===== src/rtl/time_set_controller.sv =====
// time_set_controller: button-driven hour/minute edit front end for the FND clock.
// Debounces mode/up/down buttons, runs the IDLE -> SET_HOUR -> SET_MIN -> COMMIT
// edit flow, and issues a one-cycle load strobe with the edited time.
// Optional macro AUTO_REPEAT_EN: held up/down buttons auto-step after a delay.
// Ports:
//   i_clk, i_reset          : clock, synchronous active-high reset
//   i_btn_mode/up/down      : raw asynchronous push buttons, active-high
//   i_hour, i_min           : current time from the time counter
//   o_hour, o_min           : edited time
//   o_load                  : one-cycle load strobe (COMMIT)
//   o_set_active            : editing in progress
//   o_set_field             : 0 = hour, 1 = minute
//   o_blink                 : blink phase of the edited field
module time_set_controller #(
  parameter int unsigned DEBOUNCE_CYCLES = 1_000_000,
  parameter int unsigned BLINK_CYCLES    = 50_000_000,
  parameter int unsigned TIMEOUT_CYCLES  = 1_000_000_000,
  parameter int unsigned REPEAT_DELAY    = 50_000_000,
  parameter int unsigned REPEAT_CYCLES   = 10_000_000
) (
  input  logic       i_clk,
  input  logic       i_reset,
  input  logic       i_btn_mode,
  input  logic       i_btn_up,
  input  logic       i_btn_down,
  input  logic [6:0] i_hour,
  input  logic [6:0] i_min,
  output logic [6:0] o_hour,
  output logic [6:0] o_min,
  output logic       o_load,
  output logic       o_set_active,
  output logic       o_set_field,
  output logic       o_blink
);

  localparam int unsigned DB_W  = (DEBOUNCE_CYCLES > 1) ? $clog2(DEBOUNCE_CYCLES) : 1;
  localparam int unsigned BL_W  = (BLINK_CYCLES > 1) ? $clog2(BLINK_CYCLES) : 1;
  localparam int unsigned TO_W  = (TIMEOUT_CYCLES > 1) ? $clog2(TIMEOUT_CYCLES) : 1;
  localparam int unsigned B_MODE = 0;
  localparam int unsigned B_UP   = 1;
  localparam int unsigned B_DOWN = 2;

  typedef enum logic [1:0] {S_IDLE, S_SET_HOUR, S_SET_MIN, S_COMMIT} state_e;

  // ---------------- button path ----------------
  logic [2:0] raw_c;
  logic [2:0] sync1_q, sync2_q;
  logic [2:0] level_q, level_d;
  logic [2:0] event_q, event_d;
  logic [2:0] block_q, block_d;
  logic [DB_W-1:0] db_cnt_q [3];
  logic [DB_W-1:0] db_cnt_d [3];

  assign raw_c = {i_btn_down, i_btn_up, i_btn_mode};

  // Synchronizer is left unreset so a button held through reset stays visible.
  always_ff @(posedge i_clk) begin
    sync1_q <= raw_c;
    sync2_q <= sync1_q;
  end

  // Stability counter per button; block suppresses the first rise after reset
  // until the button has been seen released.
  always_comb begin
    level_d = level_q;
    event_d = '0;
    block_d = block_q;
    for (int i = 0; i < 3; i++) begin
      db_cnt_d[i] = db_cnt_q[i];
      if (sync2_q[i] == level_q[i]) begin
        db_cnt_d[i] = '0;
        if (!level_q[i]) block_d[i] = 1'b0;
      end else if (db_cnt_q[i] == DB_W'(DEBOUNCE_CYCLES - 1)) begin
        db_cnt_d[i] = '0;
        level_d[i]  = sync2_q[i];
        event_d[i]  = sync2_q[i] & ~block_q[i];
      end else begin
        db_cnt_d[i] = db_cnt_q[i] + DB_W'(1);
      end
    end
  end

  always_ff @(posedge i_clk) begin
    if (i_reset) begin
      level_q <= '0;
      event_q <= '0;
      block_q <= '1;
      for (int i = 0; i < 3; i++) db_cnt_q[i] <= '0;
    end else begin
      level_q <= level_d;
      event_q <= event_d;
      block_q <= block_d;
      for (int i = 0; i < 3; i++) db_cnt_q[i] <= db_cnt_d[i];
    end
  end

  // ---------------- auto repeat ----------------
  logic rpt_up_c, rpt_down_c;

`ifdef AUTO_REPEAT_EN
  localparam int unsigned RP_MAX = (REPEAT_DELAY > REPEAT_CYCLES) ? REPEAT_DELAY : REPEAT_CYCLES;
  localparam int unsigned RP_W   = (RP_MAX > 1) ? $clog2(RP_MAX) : 1;

  logic [RP_W-1:0] rpt_cnt_q, rpt_cnt_d;
  logic            rpt_first_q, rpt_first_d;
  logic            rpt_pulse_c;
  logic            held_c;

  // Exactly one of up/down held while editing keeps the repeat timer running.
  assign held_c = ((state_q == S_SET_HOUR) || (state_q == S_SET_MIN)) &&
                  (level_q[B_UP] ^ level_q[B_DOWN]);

  always_comb begin
    rpt_cnt_d   = rpt_cnt_q;
    rpt_first_d = rpt_first_q;
    rpt_pulse_c = 1'b0;
    if (event_q[B_UP] || event_q[B_DOWN]) begin
      rpt_cnt_d   = '0;
      rpt_first_d = 1'b1;
    end else if (held_c) begin
      if (rpt_first_q && (rpt_cnt_q == RP_W'(REPEAT_DELAY - 1))) begin
        rpt_pulse_c = 1'b1;
        rpt_cnt_d   = '0;
        rpt_first_d = 1'b0;
      end else if (!rpt_first_q && (rpt_cnt_q == RP_W'(REPEAT_CYCLES - 1))) begin
        rpt_pulse_c = 1'b1;
        rpt_cnt_d   = '0;
      end else begin
        rpt_cnt_d = rpt_cnt_q + RP_W'(1);
      end
    end else begin
      rpt_cnt_d   = '0;
      rpt_first_d = 1'b1;
    end
  end

  always_ff @(posedge i_clk) begin
    if (i_reset) begin
      rpt_cnt_q   <= '0;
      rpt_first_q <= 1'b1;
    end else begin
      rpt_cnt_q   <= rpt_cnt_d;
      rpt_first_q <= rpt_first_d;
    end
  end

  assign rpt_up_c   = rpt_pulse_c & level_q[B_UP];
  assign rpt_down_c = rpt_pulse_c & level_q[B_DOWN];
`else
  logic unused_rpt_cfg;
  assign unused_rpt_cfg = ^{32'(REPEAT_DELAY), 32'(REPEAT_CYCLES)};
  assign rpt_up_c   = 1'b0;
  assign rpt_down_c = 1'b0;
`endif

  // ---------------- edit FSM ----------------
  state_e          state_q, state_d;
  logic [6:0]      hour_q, hour_d, min_q, min_d;
  logic [TO_W-1:0] tmo_q, tmo_d;
  logic [BL_W-1:0] bl_cnt_q, bl_cnt_d;
  logic            blink_q, blink_d;
  logic            load_q, load_d;
  logic            active_q, active_d;
  logic            field_q, field_d;
  logic            up_c, down_c, step_c, timeout_c, set_d_c, entry_c;

  function automatic logic [6:0] step_val(input logic [6:0] v, input logic up,
                                          input logic [6:0] max_v);
    if (up) return (v >= max_v) ? 7'd0 : v + 7'd1;
    return ((v == 7'd0) || (v > max_v)) ? max_v : v - 7'd1;
  endfunction

  always_comb begin
    state_d   = state_q;
    hour_d    = hour_q;
    min_d     = min_q;
    tmo_d     = tmo_q;
    bl_cnt_d  = bl_cnt_q;
    blink_d   = blink_q;
    up_c      = event_q[B_UP] | rpt_up_c;
    down_c    = event_q[B_DOWN] | rpt_down_c;
    step_c    = up_c | down_c;
    timeout_c = (tmo_q == TO_W'(TIMEOUT_CYCLES - 1));

    case (state_q)
      S_IDLE: begin
        if (event_q[B_MODE]) begin
          hour_d  = (i_hour > 7'd23) ? 7'd0 : i_hour;
          min_d   = (i_min > 7'd59) ? 7'd0 : i_min;
          state_d = S_SET_HOUR;
        end
      end
      S_SET_HOUR: begin
        if (event_q[B_MODE]) state_d = S_SET_MIN;
        else if (step_c) begin
          if (up_c ^ down_c) hour_d = step_val(hour_q, up_c, 7'd23);
        end else if (timeout_c) state_d = S_IDLE;
      end
      S_SET_MIN: begin
        if (event_q[B_MODE]) state_d = S_COMMIT;
        else if (step_c) begin
          if (up_c ^ down_c) min_d = step_val(min_q, up_c, 7'd59);
        end else if (timeout_c) state_d = S_IDLE;
      end
      default: state_d = S_IDLE;
    endcase

    set_d_c = (state_d == S_SET_HOUR) || (state_d == S_SET_MIN);
    entry_c = set_d_c && (state_d != state_q);

    // Timeout restarts on SET entry and on any press or repeat step.
    if (!set_d_c) tmo_d = '0;
    else if (entry_c || step_c || event_q[B_MODE]) tmo_d = '0;
    else tmo_d = tmo_q + TO_W'(1);

    // Blink starts high on each SET entry and toggles every BLINK_CYCLES.
    if (!set_d_c) begin
      bl_cnt_d = '0;
      blink_d  = 1'b0;
    end else if (entry_c) begin
      bl_cnt_d = '0;
      blink_d  = 1'b1;
    end else if (bl_cnt_q == BL_W'(BLINK_CYCLES - 1)) begin
      bl_cnt_d = '0;
      blink_d  = ~blink_q;
    end else begin
      bl_cnt_d = bl_cnt_q + BL_W'(1);
    end

    load_d   = (state_d == S_COMMIT);
    active_d = set_d_c;
    field_d  = (state_d == S_SET_MIN);
  end

  always_ff @(posedge i_clk) begin
    if (i_reset) begin
      state_q  <= S_IDLE;
      hour_q   <= '0;
      min_q    <= '0;
      tmo_q    <= '0;
      bl_cnt_q <= '0;
      blink_q  <= 1'b0;
      load_q   <= 1'b0;
      active_q <= 1'b0;
      field_q  <= 1'b0;
    end else begin
      state_q  <= state_d;
      hour_q   <= hour_d;
      min_q    <= min_d;
      tmo_q    <= tmo_d;
      bl_cnt_q <= bl_cnt_d;
      blink_q  <= blink_d;
      load_q   <= load_d;
      active_q <= active_d;
      field_q  <= field_d;
    end
  end

  assign o_hour       = hour_q;
  assign o_min        = min_q;
  assign o_load       = load_q;
  assign o_set_active = active_q;
  assign o_set_field  = field_q;
  assign o_blink      = blink_q;

endmodule

===== config.mk =====
export PLATFORM = sky130hd
export DESIGN_NAME = time_set_controller
export DESIGN_NICKNAME = d
export VERILOG_FILES = /design/src/rtl/time_set_controller.sv
export SDC_FILE = /design/constraint.sdc
export NUM_CORES = 1
export LEC_CHECK = 0
export ABC_AREA = 1
export CORE_MARGIN = 4
export CORE_UTILIZATION = 45
export CTS_BUF_LIST = sky130_fd_sc_hd__clkbuf_4 sky130_fd_sc_hd__clkbuf_8 sky130_fd_sc_hd__clkbuf_16
export CTS_CLUSTER_DIAMETER = 30
export CTS_CLUSTER_SIZE = 30
export DETAILED_ROUTE_END_ITERATION = 6
export PLACE_DENSITY = 0.64
export RECOVER_POWER = 50
export SKIP_LAST_GASP = 1
export SLEW_MARGIN = 20
export SYNTH_ARGS = -nofsm -noshare
export SYNTH_HDL_FRONTEND = slang
export SYNTH_SLANG_ARGS = --single-unit

===== constraint.sdc =====
create_clock -name i_clk -period 3 [get_ports i_clk]
set_input_delay 0.6 -clock i_clk [delete_from_list [all_inputs] [get_ports i_clk]]
set_output_delay 0.6 -clock i_clk [all_outputs]
set_load 0.01 [all_outputs]

==> summary.md <==
| Metric | Value |
|---|---|
| Antenna cell count | `0` |
| Largest stage delay on the critical path | `0.40 ns` |
| Num CTS Buffers | `17` |
| Worst EP required | `3.36 ns` |
| Global-route total usage across every layer | `0.175` |
| Depth of the worst hold-timing path | `0` |
| Via count of the first global-routing pass | `6,448` |
| CTS Hold Bufs | `0` |
| Initial DRT Pass Iterations | `5` |
| Final period demand of the worst path | `2.67 ns` |
| Average via count per standard cell | `4.81` |
| Clock tree from TritonCTS | `done` |
| Post-synth top area share | `0.378` |
| Top fanout value on the critical path | `30` |
| Nature of the critical path endpoint | `register` |
| Routed wire per std cell | `11.6 µm` |
| Mapped Area | `7990 µm²` |
| CP startpoint kind | `register` |
| Count of pins over their slew limit | `0` |
| Worst min path class | `reg -> reg` |
| Antenna violations before repair | `0` |
| Post-Syn Instances | `1,161` |
| Cell depth of the worst flop-to-flop path | `12` |
| Grt ovf | `0` |
| R2r startpoint | `tmo_q[0]$_SDFF_PP0_` |
| Wire length of the first global-routing pass | `29,200 µm` |
| Number of rows created at floorplan | `between 40 and 50` |
| Worst vdd rail ir drop | `0.428 mV` |
| Worst min-delay path endpoint | `sync2_q[0]$_DFF_P_` |
| Critical-path cell with the highest stage delay | `dfxtp_1` |
| Post-CTS setup repair buffer count | `0` |
| Terminus of the critical flop-to-flop path | `tmo_q[1]$_SDFF_PP0_` |
| Category of the most critical setup path | `reg -> reg` |
| Startpoint of the lowest-slack hold path | `sync1_q[0]$_DFF_P_` |
| Slew of the pin with the lowest slew margin | `between 0.8 and 0.9 ns` |
| Setup violators final | `0` |
| Max-cap check violation count | `0` |
| Die Area | `approximately 20,000 µm²` |
| Net count, final | `between 1,000 and 1,500` |
| Chip width | `141 µm` |
| Final hold viol count | `0` |
| TritonCTS sink count | `151` |
| Mean area per synthesized cell | `6.88 µm²` |
| Power density over the cells | `approximately 460 nW/µm²` |
| Post-route ant nets | `0` |
| Final WL | `between 15,000 and 20,000 µm` |
| Detailed-route DRC error count | `0` |
| Library cell appearing most often on the critical path | `ha_1` |
| Most used DFF post-synth | `dfxtp_1` |
| Total number of vias | `6,942` |
| Max Buffers Root-to-Sink | `2` |
| 1st-iter DRT viols | `slightly below 400` |
| Most common cell after layout, fill and taps aside | `nand2_1` |
| Critical-path cell list | `ha_1 > nand3_4 > nor3_4 > nand3_2 > nand2_2 > a22oi_1 > ha_1 > inv_1 > nor2_2 > nand4_2 > buf_4 > nor2_1` |
| Reg-to-reg setup timing slack | `0.33 ns` |
| Most area-consuming cells after synthesis | `dfxtp_1 38%, nand2_1 11%, nor2_1 9.2%` |
| Final Cycle Share | `0.889` |
| Worst clock skew | `0.0135 ns` |
| Number of enable flip-flop cells after synthesis | `0` |
| Proportion of layout cells with a drive suffix above 1 | `0.0542` |
| CTS H-Tree Depth | `4` |
| Clk Latency, worst-skew pair | `0.42 ns` |
| Critical path arrival | `3.02 ns` |
| Initial cell density of the core | `0.460` |
| Cell area after layout | `9160 µm²` |
| Syn. warnings | `0` |
| HPWL after detailed placement | `about 12,000 µm` |
| Root buffer cell | `clkbuf_16` |
| Most frequent cells in the layout | `240 x nand2_1, 195 x nor2_1, 176 x inv_1, 151 x dfxtp_1, 76 x nand3_1` |
| Number of distinct standard cells referenced by the synthesized netlist | `41` |
| Register bit count reported by yosys | `151` |
| Outcome | `finished, final reports clean` |
| Pleak | `3.46 nW` |
| Remaining max-slew budget at the tightest pin | `0.436` |
| Final TNS setup | `0 ns` |
| Part of the Yosys area used for sequential elements | `0.378` |
| Chip height | `141 µm` |
| Library cell with the largest summed area after synthesis | `dfxtp_1` |
| Mapped Nets | `1,197` |
| Synth-to-Final Area Change | `14.7%` |
| Placement-stage cell area | `approximately 8600 µm²` |
| I/O pin count | `37` |
| Max Fclk | `around 0.37 GHz` |
| Post-synth ARST share | `0` |
| Placer Congestion | `0.890` |
| Maximum number of pins on one net before global-route repair | `31` |
| Clk slew on worst S/H paths | `0.06 ns` |
| Area of the core | `roughly 17,000 µm²` |
| Number of buffers added on ports | `36` |
| RSZ-0062 raised after global routing | `no` |
routing by layer:
layer	track usage	wire (µm)	part of all wire	vias up
li1	-	-	-	3761
met2	0.264	7030	0.42	115
met3	0.0407	745	0.044	21
met4	0.0505	187	0.011	0
met5	0	0	0	-
met1	0.249	8830	0.53	3045
Yosys cell counts (all sizes together) (2+ instances only):
| cell | number |
|---|---|
| a21oi | 40 |
| a22oi | 2 |
| a31oi | 8 |
| and2 | 3 |
| buf | 11 |
| clkbuf | 7 |
| dfxtp | 151 |
| ha | 17 |
| inv | 176 |
| nand2 | 242 |
| nand3 | 79 |
| nand3b | 6 |
| nand4 | 31 |
| nor2 | 208 |
| nor3 | 49 |
| nor3b | 12 |
| nor4 | 8 |
| o211ai | 2 |
| o21ai | 23 |
| o21bai | 2 |
| or2 | 5 |
| xnor2 | 27 |
| xor2 | 48 |
worst max-delay path by stage:
stage | from | to | slack (ns) | cells after the start
after floorplan | event_q[1]$_SDFF_PP0_ | bl_cnt_q[5]$_SDFF_PP0_ | 0.46 | 16
after global placement | tmo_q[0]$_SDFF_PP0_ | bl_cnt_q[2]$_SDFF_PP0_ | 0.30 | 11
after detailed placement | tmo_q[0]$_SDFF_PP0_ | bl_cnt_q[1]$_SDFF_PP0_ | 0.18 | 11
after CTS | tmo_q[0]$_SDFF_PP0_ | bl_cnt_q[25]$_SDFF_PP0_ | 0.16 | 11
after global routing | tmo_q[0]$_SDFF_PP0_ | bl_cnt_q[20]$_SDFF_PP0_ | 0.03 | 11
final | tmo_q[0]$_SDFF_PP0_ | tmo_q[1]$_SDFF_PP0_ | 0.33 | 12
cell type report:
cell class,count,area [µm²]
clock buffer,18,433
clock inverter,13,158
fill,1667,8200
inverter,176,661
multi-input combinational,817,4210
sequential,151,3020
tap,225,282
timing repair buffer,42,398
metrics by stage:
stage                     utilization  instances  setup WS (ns)  hold slack, ns  total power, W
after floorplan                     -       1161          0.462           0.310         0.00210
after detailed placement        0.493       1410          0.180           0.318         0.00214
final                           0.528       1442          0.332           0.339         0.00423
after CTS                       0.527       1441          0.157           0.338         0.00427
after global routing            0.528       1442         0.0345           0.346         0.00438
after global placement          0.493       1410          0.301           0.310         0.00214
critical path, delay by kind of cell (launching register included):
family	cells	cell delay [ns]
adders and majority gates	2	0.59
and+or+nand+nor	7	1.19
DFF	1	0.40
buffers and inverters	2	0.30
AOI/OAI and AO/OA	1	0.11
power by group:
part           switching (W)  leakage [nW]  total (W)  internal [W]
registers         0.00000595          1.22    0.00202       0.00202
clock network       0.000832         0.281    0.00214       0.00131
logic              0.0000373          1.96  0.0000671     0.0000299
total               0.000875          3.46    0.00423       0.00335
registers in the layout, indices dropped and copies added, names as in the netlist:
name	cells
o_hour	7
bl_cnt_q	26
db_cnt_q	60
sync2_q	3
o_set_active	1
o_load	1
sync1_q	3
tmo_q	30
event_q	3
o_set_field	1
state_q	2
level_q	3
o_blink	1
block_q	3
o_min	7
kinds of logic after synthesis:
| logic type | synth area share |
|---|---|
| xor gates and xnor gates | 0.0822 |
| and+or+nand+nor | 0.359 |
| AOI/OAI and AO/OA | 0.0555 |
| DFF | 0.378 |
| adders and majority gates | 0.0266 |
| buffers and inverters | 0.0977 |
timing repair:
action                                  4_1_cts  5_1_grt
gates resized for setup                       0        2
endpoints found under the setup margin        0       26
hold endpoints to repair                      0        0
Power figures use the tool's default switching activity.
